`src/rtl/hud_number_renderer.sv`:
```
`default_nettype none
// ============================================================================
// hud_number_renderer - redraws changed HUD number fields as decimal glyphs
// Revision: 1.0
// ============================================================================
module hud_number_renderer #(
  parameter int          N_FIELD   = 6,
  parameter int          VAL_W     = 16,
  parameter int          N_DIGIT   = 5,
  parameter int          GLYPH_W   = 8,
  parameter int          GLYPH_H   = 16,
  parameter int          FB_W      = 640,
  parameter int          ORIGIN_X  = 544,
  parameter int          ORIGIN_Y  = 32,
  parameter int          ROW_PITCH = 24,
  parameter logic [15:0] FG        = 16'hFFFF,
  parameter logic [15:0] BG        = 16'h0000,
  parameter int          GA_W      = $clog2(10*GLYPH_H)
) (
  input  logic                     clk,
  input  logic                     rstn,
  input  logic [N_FIELD*VAL_W-1:0] values,
  input  logic                     refresh,
  output logic                     busy,
  output logic [GA_W-1:0]          glyph_addr,
  input  logic [GLYPH_W-1:0]       glyph_data,
  output logic [18:0]              dst_addr,
  output logic [15:0]              dst_data,
  output logic                     dst_wr,
  input  logic                     dst_ready
);
  localparam int FW = (N_FIELD > 1) ? $clog2(N_FIELD) : 1;
  localparam int DW = (N_DIGIT > 1) ? $clog2(N_DIGIT) : 1;
  localparam int RW = (GLYPH_H > 1) ? $clog2(GLYPH_H) : 1;
  localparam int CW = (GLYPH_W > 1) ? $clog2(GLYPH_W) : 1;
  localparam int KW = $clog2(VAL_W + 1);
  localparam int BW = 4 * N_DIGIT;
  localparam logic [BW-1:0] ALL9 = {N_DIGIT{4'h9}};

  function automatic logic [63:0] pow10(input int n);
    logic [63:0] p;
    p = 64'd1;
    for (int i = 0; i < n; i++) p = p * 64'd10;
    return p;
  endfunction
  localparam logic [63:0] MAX_VAL = pow10(N_DIGIT) - 64'd1;

  function automatic logic [GA_W-1:0] gaddr(input logic [BW-1:0] b, input int d, input int r);
    logic [3:0] n;
    n = b[4*(N_DIGIT-1-d) +: 4];
    return GA_W'(int'(n) * GLYPH_H + r);
  endfunction

  function automatic logic [18:0] paddr(input int f, input int r, input int d);
    return 19'((ORIGIN_Y + f*ROW_PITCH + r) * FB_W + ORIGIN_X + d*GLYPH_W);
  endfunction

  typedef enum logic [2:0] {
    IDLE  = 3'd0,
    SCAN  = 3'd1,
    CONV  = 3'd2,
    FETCH = 3'd3,
    LOAD  = 3'd4,
    WRITE = 3'd5
  } state_t;

  state_t              state_q;
  logic [VAL_W-1:0]    shadow_q [N_FIELD];
  logic [N_FIELD-1:0]  dirty_q, dirty_d;
  logic [FW-1:0]       field_q, sel;
  logic [VAL_W-1:0]    bin_q;
  logic [BW-1:0]       bcd_q, bcd_adj, bcd_step, bcd_fin;
  logic                bcd_ovf;
  logic                sat_q;
  logic [KW-1:0]       cnt_q;
  logic [DW-1:0]       digit_q, dig_nx;
  logic [RW-1:0]       row_q, row_nx;
  logic [CW-1:0]       col_q;
  logic [GLYPH_W-1:0]  pix_q;
  logic [GA_W-1:0]     glyph_addr_q;
  logic [18:0]         dst_addr_q;
  logic [15:0]         dst_data_q;
  logic                dst_wr_q;
  logic [N_DIGIT-1:0]  blank;
  logic                lead;
  logic [VAL_W-1:0]    vals [N_FIELD];
  logic                last_col, last_row, last_dig;

  always_comb begin
    for (int f = 0; f < N_FIELD; f++) vals[f] = values[f*VAL_W +: VAL_W];
  end

  always_comb begin
    sel = '0;
    for (int f = N_FIELD-1; f >= 0; f--) if (dirty_q[f]) sel = FW'(f);
  end

  // The field being scanned compares against its freshly latched value, so only refresh re-dirties it.
  always_comb begin
    dirty_d = '0;
    for (int f = 0; f < N_FIELD; f++)
      dirty_d[f] = refresh || (((state_q != SCAN) || (sel != FW'(f))) &&
                               (dirty_q[f] || (vals[f] != shadow_q[f])));
  end

  always_comb begin
    bcd_adj = bcd_q;
    for (int d = 0; d < N_DIGIT; d++)
      if (bcd_q[4*d +: 4] >= 4'd5) bcd_adj[4*d +: 4] = bcd_q[4*d +: 4] + 4'd3;
  end
  assign {bcd_ovf, bcd_step} = {bcd_adj, bin_q[VAL_W-1]};
  // Carry out of the top digit cannot occur for in-range values; treat it as saturation.
  assign bcd_fin = sat_q ? bcd_q : (bcd_ovf ? ALL9 : bcd_step);

  always_comb begin
    blank = '0;
    lead  = 1'b1;
    for (int d = 0; d < N_DIGIT-1; d++) begin
      lead     = lead && (bcd_q[4*(N_DIGIT-1-d) +: 4] == 4'd0);
      blank[d] = lead;
    end
  end

  assign last_col = (col_q == CW'(GLYPH_W-1));
  assign last_row = (row_q == RW'(GLYPH_H-1));
  assign last_dig = (digit_q == DW'(N_DIGIT-1));
  assign row_nx   = last_row ? '0 : row_q + RW'(1);
  assign dig_nx   = last_row ? digit_q + DW'(1) : digit_q;

  always_ff @(posedge clk or negedge rstn) begin
    if (!rstn) begin
      state_q      <= IDLE;
      dirty_q      <= '1;
      for (int f = 0; f < N_FIELD; f++) shadow_q[f] <= '0;
      field_q      <= '0;
      bin_q        <= '0;
      bcd_q        <= '0;
      sat_q        <= 1'b0;
      cnt_q        <= '0;
      digit_q      <= '0;
      row_q        <= '0;
      col_q        <= '0;
      pix_q        <= '0;
      glyph_addr_q <= '0;
      dst_addr_q   <= '0;
      dst_data_q   <= '0;
      dst_wr_q     <= 1'b0;
    end else begin
      dirty_q <= dirty_d;
      case (state_q)
        IDLE: if (|dirty_q) state_q <= SCAN;
        SCAN: begin
          field_q        <= sel;
          shadow_q[sel]  <= vals[sel];
          bin_q          <= vals[sel];
          sat_q          <= (64'(vals[sel]) > MAX_VAL);
          bcd_q          <= (64'(vals[sel]) > MAX_VAL) ? ALL9 : '0;
          cnt_q          <= '0;
          state_q        <= CONV;
        end
        CONV: begin
          if (!sat_q) begin
            bcd_q <= bcd_fin;
            bin_q <= bin_q << 1;
            sat_q <= bcd_ovf;
          end
          cnt_q <= cnt_q + KW'(1);
          if (cnt_q == KW'(VAL_W-1)) begin
            digit_q      <= '0;
            row_q        <= '0;
            glyph_addr_q <= gaddr(bcd_fin, 0, 0);
            state_q      <= FETCH;
          end
        end
        FETCH: state_q <= LOAD;
        LOAD: begin
          pix_q      <= glyph_data << 1;
          col_q      <= '0;
          dst_wr_q   <= 1'b1;
          dst_addr_q <= paddr(int'(field_q), int'(row_q), int'(digit_q));
          dst_data_q <= (glyph_data[GLYPH_W-1] && !blank[digit_q]) ? FG : BG;
          state_q    <= WRITE;
        end
        WRITE: if (dst_ready) begin
          if (last_col) begin
            dst_wr_q <= 1'b0;
            row_q    <= row_nx;
            digit_q  <= dig_nx;
            if (last_row && last_dig) begin
              state_q <= IDLE;
            end else begin
              glyph_addr_q <= gaddr(bcd_q, int'(dig_nx), int'(row_nx));
              state_q      <= FETCH;
            end
          end else begin
            col_q      <= col_q + CW'(1);
            dst_addr_q <= dst_addr_q + 19'd1;
            dst_data_q <= (pix_q[GLYPH_W-1] && !blank[digit_q]) ? FG : BG;
            pix_q      <= pix_q << 1;
          end
        end
        default: state_q <= IDLE;
      endcase
    end
  end

  assign busy       = (state_q != IDLE);
  assign glyph_addr = glyph_addr_q;
  assign dst_addr   = dst_addr_q;
  assign dst_data   = dst_data_q;
  assign dst_wr     = dst_wr_q;

endmodule
`default_nettype wire

```
`config.mk`:
```
export PLATFORM = sky130hd
export DESIGN_NAME = hud_number_renderer
export DESIGN_NICKNAME = d
export VERILOG_FILES = /design/src/rtl/hud_number_renderer.sv
export SDC_FILE = /design/constraint.sdc
export NUM_CORES = 1
export LEC_CHECK = 0
export ABC_AREA = 1
export CAP_MARGIN = 25
export CORE_UTILIZATION = 54
export CTS_CLUSTER_DIAMETER = 200
export DETAILED_ROUTE_END_ITERATION = 8
export PLACE_DENSITY = 0.77
export SYNTH_ARGS = -nofsm -noshare
export SYNTH_HDL_FRONTEND = slang
export SYNTH_SLANG_ARGS = --single-unit
```
`constraint.sdc`:
```
create_clock -name clk -period 3.6 [get_ports clk]
set_input_delay 1.08 -clock clk [delete_from_list [all_inputs] [get_ports clk]]
set_output_delay 1.08 -clock clk [all_outputs]
set_load 0.01 [all_outputs]
```
## Yosys cells after proc, flatten, opt, wreduce, memory -nomap -nowiden

Index checks and enable logic that the tools add are counted.

- Register bits after elaboration: 212
- Output and inout bits: 45
- Word-level logic and storage cells: 192

- Add/sub/neg operators: 16
- $mul: 2
- Order comparisons: 8
- Eq/ne operators: 28
- Shift-type cells: 1
- Multiplexer cells: 66
- Bitwise logic cells: 1
- Reduce and logical (&&, ||, !) cells: 49

Operator list:

| operator | count |
|---|---|
| $mux 16 | 8 |
| $bwmux 96 | 1 |
| $ne 16x16->1 | 6 |
| $pmux 16 s2 | 2 |
| $mux 20 | 3 |
| $bmux 16 s3 | 1 |
| $demux 16 s3 | 1 |
| $mux 3 | 16 |
| $mux 8 | 6 |
| $pmux 20 s2 | 1 |
| $mux 19 | 2 |
| $pmux 19 s2 | 1 |
| $mux 4 | 9 |
| $pmux 8 s2 | 2 |
| $add 4x2->4 const B | 5 |
| $ge 4x3->1 const B | 5 |
| $shiftx 20x6->4 | 1 |
| $add 19x1->19 const B | 1 |
| $add 19x10->19 const B | 1 |
| $add 19x6->19 | 1 |
| $logic_or 1x1->1 | 18 |
| $pmux 3 s6 | 1 |
| $logic_not 4->1 | 4 |
| $ne 2x2->1 const B | 7 |
| other kinds (38) | 68 |

## Depth between registers and ports, before layout

- Depth after elaboration: 12
- Gate-level depth with buffers: 21
- Gate-level depth less buffers: 21

## Worst setup path before layout

No wires, ideal clock.

- Path kind: reg-to-reg
- Start: reg field_q[1]
- End: reg dst_addr_q[17] (netlist: dst_addr[17])
- Library setup time: 0.077 ns
- Data arrival time: 2.873 ns
- Required time: 3.523 ns
- Setup slack: 0.650 ns
- Cell stages (with the launch flop): 20
- Path buffers: 0
- Period minus slack after synthesis: 2.950 ns
- Cells stage by stage: dfrtp_1 ha_1 fa_1 inv_1 nand2_1 xnor2_1 inv_1 ha_1 ha_1 nand2_1 nand2_1 inv_1 nand2_1 nand2_1 nand2_1 nor2_1 nand3_1 nand2_1 nand3_1 a21oi_1

- Word-level cells in the longest chain between the ends: 7

RTL lines:

| element | RTL line | source |
|---|---|---|
| start: declaration | 70 | `logic [FW-1:0] field_q, sel;` |
| start signal: assignment | 153 | `field_q <= sel;` |
| $mul 3x2->5 | 55 | `return 19'((ORIGIN_Y + f*ROW_PITCH + r) * FB_W + ORIGIN_X + d*GLYPH_W);` |
| $add 6x8->9 | 55 |  |
| $add 9x4->10 | 55 |  |
| $mul 10x3->12 | 55 |  |
| $add 19x10->19 | 55 |  |
| $add 19x6->19 | 55 |  |
| $pmux 19 s2 | 150 | `case (state_q)` |
| end signal: assignment | 180 | `dst_addr_q <= paddr(int'(field_q), int'(row_q), int'(digit_q));` |
| end signal: assignment | 197 | `dst_addr_q <= dst_addr_q + 19'd1;` |
| end: declaration | 81 | `logic [18:0] dst_addr_q;` |

No other way between the ends.
A chain may end at the register's enable or synchronous reset.

## Worst setup path after layout

Ends and elaborated chain as after synthesis.

==> impl_metrics.py <==
metrics = {
    "outcome": {
        "status": "complete, no violations",
    },
    "detailed_routing": {
        "firstDrtPassIters": 5,
        "drc_errors": 0,
        "post_drt_wl_per_cell_um": 17.06,
        "drtIter0Drc": 986,
        "vias": 12170,
        "ant_nets": 0,
        "wirelength_mm": 36.84,
        "avgViaCountPerCell": 5.638,
    },
    "die": {
        "ios": 153,
        "die_w_um": 154.2,
        "initial_core_util_pct": 55.07,
        "fp-row-count": 55,
        "fp.dieH_um": 154.2,
        "die_area_mm2": 0.02377,
        "coreArea_mm2": 0.02271,
    },
    "setup_path": {
        "cp-startpoint": "field_q[1]",
        "endpoint_kind": "register",
        "reg2reg_to": "dst_addr[17]",
        "rrSetupSlack_ns": 0.38,
        "crit_arrival_ns": 3.59,
        "endpoint": "dst_addr[17]",
        "cpMostUsedCell": "nand2_1",
        "crit_type": "reg2reg",
        "cpMaxStageDelayCell": "fa_1",
        "cp-start-kind": "register",
        "cp_cell_sequence": "ha_1 -> fa_1 -> inv_1 -> nand2_1 -> xnor2_1 -> inv_1 -> ha_1 -> ha_1 -> nand2_1 -> nand2_1 -> inv_1 -> nand2_1 -> nand2_1 -> nand2_1 -> nor2_1 -> nand3_1 -> nand2_1 -> nand3_1 -> a21oi_1",
        "r2r-start": "field_q[1]",
        "r2r_cells": 19,
        "critPathBufInv": 3,
        "max_stage_delay_ns": 0.51,
        "path_delay_family": "adder cells",
        "crit_fanout": 7,
        "path_depth": 19,
        "worstPathRequired_ns": 3.97,
    },
    "grt": {
        "grt_pass1_wl_mm": 59.30,
        "grt_max_degree": 75,
        "grt_pass1_vias": 11510,
        "grt_overflow": 0,
        "grt_usage_pct": 32.10,
        "antenna_found_initial": 0,
    },
    "finish": {
        "n_antenna_cell": 0,
        "drive_above_1_share_pct": 6.190,
        "areaGrowthSynthToFinish_pct": 18.24,
        "multiInputGateArea_mm2": 0.006290,
        "register_area_mm2": 0.004912,
        "nets": 2014,
        "nFillCells": 1954,
        "layout.cells.non_filler": 2159,
    },
    "cts": {
        "cts.repair.resized": 0,
        "cts_num_sinks": 196,
        "hold_buffers": 0,
        "post_cts_buffers": 0,
        "cts_max_level": 4,
        "cts_made_buffers": 17,
        "path_clk_slew_ns": 0.08,
        "tritoncts": "done",
        "clk_latency_ns": 0.45,
        "clockBufferDepth": 2,
        "clock_tree.root_cell": "clkbuf_16",
    },
    "flow_run": {
        "cap_violations": 0,
    },
    "power_and_ir_drop": {
        "total_power_mw": 8.290,
        "power_density_mw_per_mm2": 560.7,
        "p_leak_nw": 7.201,
        "ir_worst_vdd_mv": 0.3278,
    },
    "synth": {
        "synth.most_common_cell": "nand2_1",
        "async_flop_share_pct": 100.0,
        "synthesis.nets": 1888,
        "synth_common_cells": "nand2_1, inv_1, dfrtp_1",
        "yosysWarningCount": 0,
        "synth-edff-count": 0,
        "yosysTopAreaCellShare_pct": 38.02,
        "ys.flop_type": "dfrtp_1",
        "ys_seq_elements": 196,
        "yosysUniqueCellTypes": 47,
        "yosysTopAreaCell": "dfrtp_1",
        "yosys-top-cells-area": "dfrtp_1, nand2_1, inv_1",
        "syn_area_per_cell_um2": 7.208,
        "ys_seq_area_share_pct": 39.28,
        "syn_inst": 1735,
        "syn_area_mm2": 0.01251,
    },
    "timing": {
        "holdWs_ns": 0.4783,
        "fmax_mhz": 310.4,
        "slew_violations": 0,
        "worstMarginPinSlew_ns": 0.6987,
        "relSlewSlack_pct": 53.37,
        "hold_viol": 0,
        "tns_ns": 0,
        "setup_violations": 0,
        "period_share_pct": 89.49,
        "rsz0062_at_grt": "no",
        "min_period_ns": 3.222,
        "skew_ns": 0.01549,
    },
    "min_path": {
        "min_from": "bin_q[13]",
        "hp-class": "reg2reg",
    },
    "place": {
        "dpl.cell_count": 2127,
        "gp_congestion": 0.9856,
        "dp_hpwl_mm": 27.10,
        "port_buffers": 152,
    },
}
[stage by stage]
step	util, %	setup slack (ns)	instance area (um2)
floorplan	-	0.6497	12510
global placement	62.36	0.4195	14160
detailed placement	62.36	0.3880	14160
CTS	65.11	0.3642	14790
global route	65.11	0.05406	14790
finish	65.11	0.3783	14790
[state kept, by name, summed over array words and instances (netlist names), 4 cells and up]
| name | count |
|---|---|
| shadow_q | 96 |
| bcd_q | 20 |
| dst_addr | 19 |
| bin_q | 16 |
| glyph_addr | 8 |
| pix_q | 7 |
| dirty_q | 6 |
| cnt_q | 5 |
| row_q | 4 |
[worst min-delay path: cells and delay by family (launching register included)]
family        cells  cell delay [ns]
flops             1             0.34
simple gates      2             0.10
[cell families (layout without fill, tap and decap cells)]
kind of cell,after synthesis,in the layout,synth area share (%)
AO/OA/AOI/OAI,312,312,14.32
XOR/XNOR,56,56,3.922
adder cells (fa/ha/maj),45,45,4.622
buffers and inverters,310,449,10.45
flip-flops,196,196,39.28
multiplexers,1,1,0.08004
AND/OR/NAND/NOR,815,815,27.33
[routing by layer]
metal,global-route usage (%),up-vias,part of all wire [%]
met3,5.800,94,7.2
li1,-,5870,-
met5,0,-,0
met2,52.27,558,46
met1,41.79,5651,42
met4,14.67,0,4.4
[power breakdown]
| part | leakage, nW | internal [mW] | switching, mW |
|---|---|---|---|
| Combinational | 4.71 | 1.17 | 1.97 |
| Sequential | 2.18 | 2.71 | 0.385 |
| Clock | 0.304 | 1.08 | 0.976 |
[placed cells by master, fill, tap and decap left out, drive strengths merged]
cell,netlist,layout
a211oi,2,2
a21oi,57,57
a22o,1,1
a22oi,2,2
a2bb2oi,2,2
a31oi,33,33
a32o,2,2
a32oi,1,1
buf,54,18
bufinv,0,2
clkbuf,9,19
clkdlybuf4s50,0,151
clkinv,0,3
clkinvlp,0,1
dfrtp,190,190
dfstp,6,6
fa,2,2
ha,43,43
inv,247,255
mux2i,1,1
nand2,518,518
nand3,96,96
nand3b,2,2
nand4,14,14
nor2,127,127
nor3,24,24
nor4,5,5
o2111ai,5,5
o211ai,13,13
o21ai,126,126
o21bai,1,1
o22ai,65,65
o31ai,1,1
o32ai,1,1
or2,29,29
xnor2,17,17
xor2,39,39
[cell type report]
class / count / area share, %
timing repair buffer: 170 / 11.31
clock buffer: 18 / 2.970
multi-input combinational: 1229 / 42.54
tap: 285 / 2.412
clock inverter: 14 / 1.261
sequential: 196 / 33.22
inverter: 247 / 6.287
[how the worst min path moves through the flow]
stage / endpoint / slack [ns] / cells after the start
floorplan: bin_q[0] / 0.44 / 2
global placement: bin_q[4] / 0.46 / 2
detailed placement: bin_q[3] / 0.46 / 2
CTS: bin_q[3] / 0.48 / 2
global route: bin_q[3] / 0.50 / 2
finish: bin_q[13] / 0.48 / 2
Power figures use the tool's default switching activity.
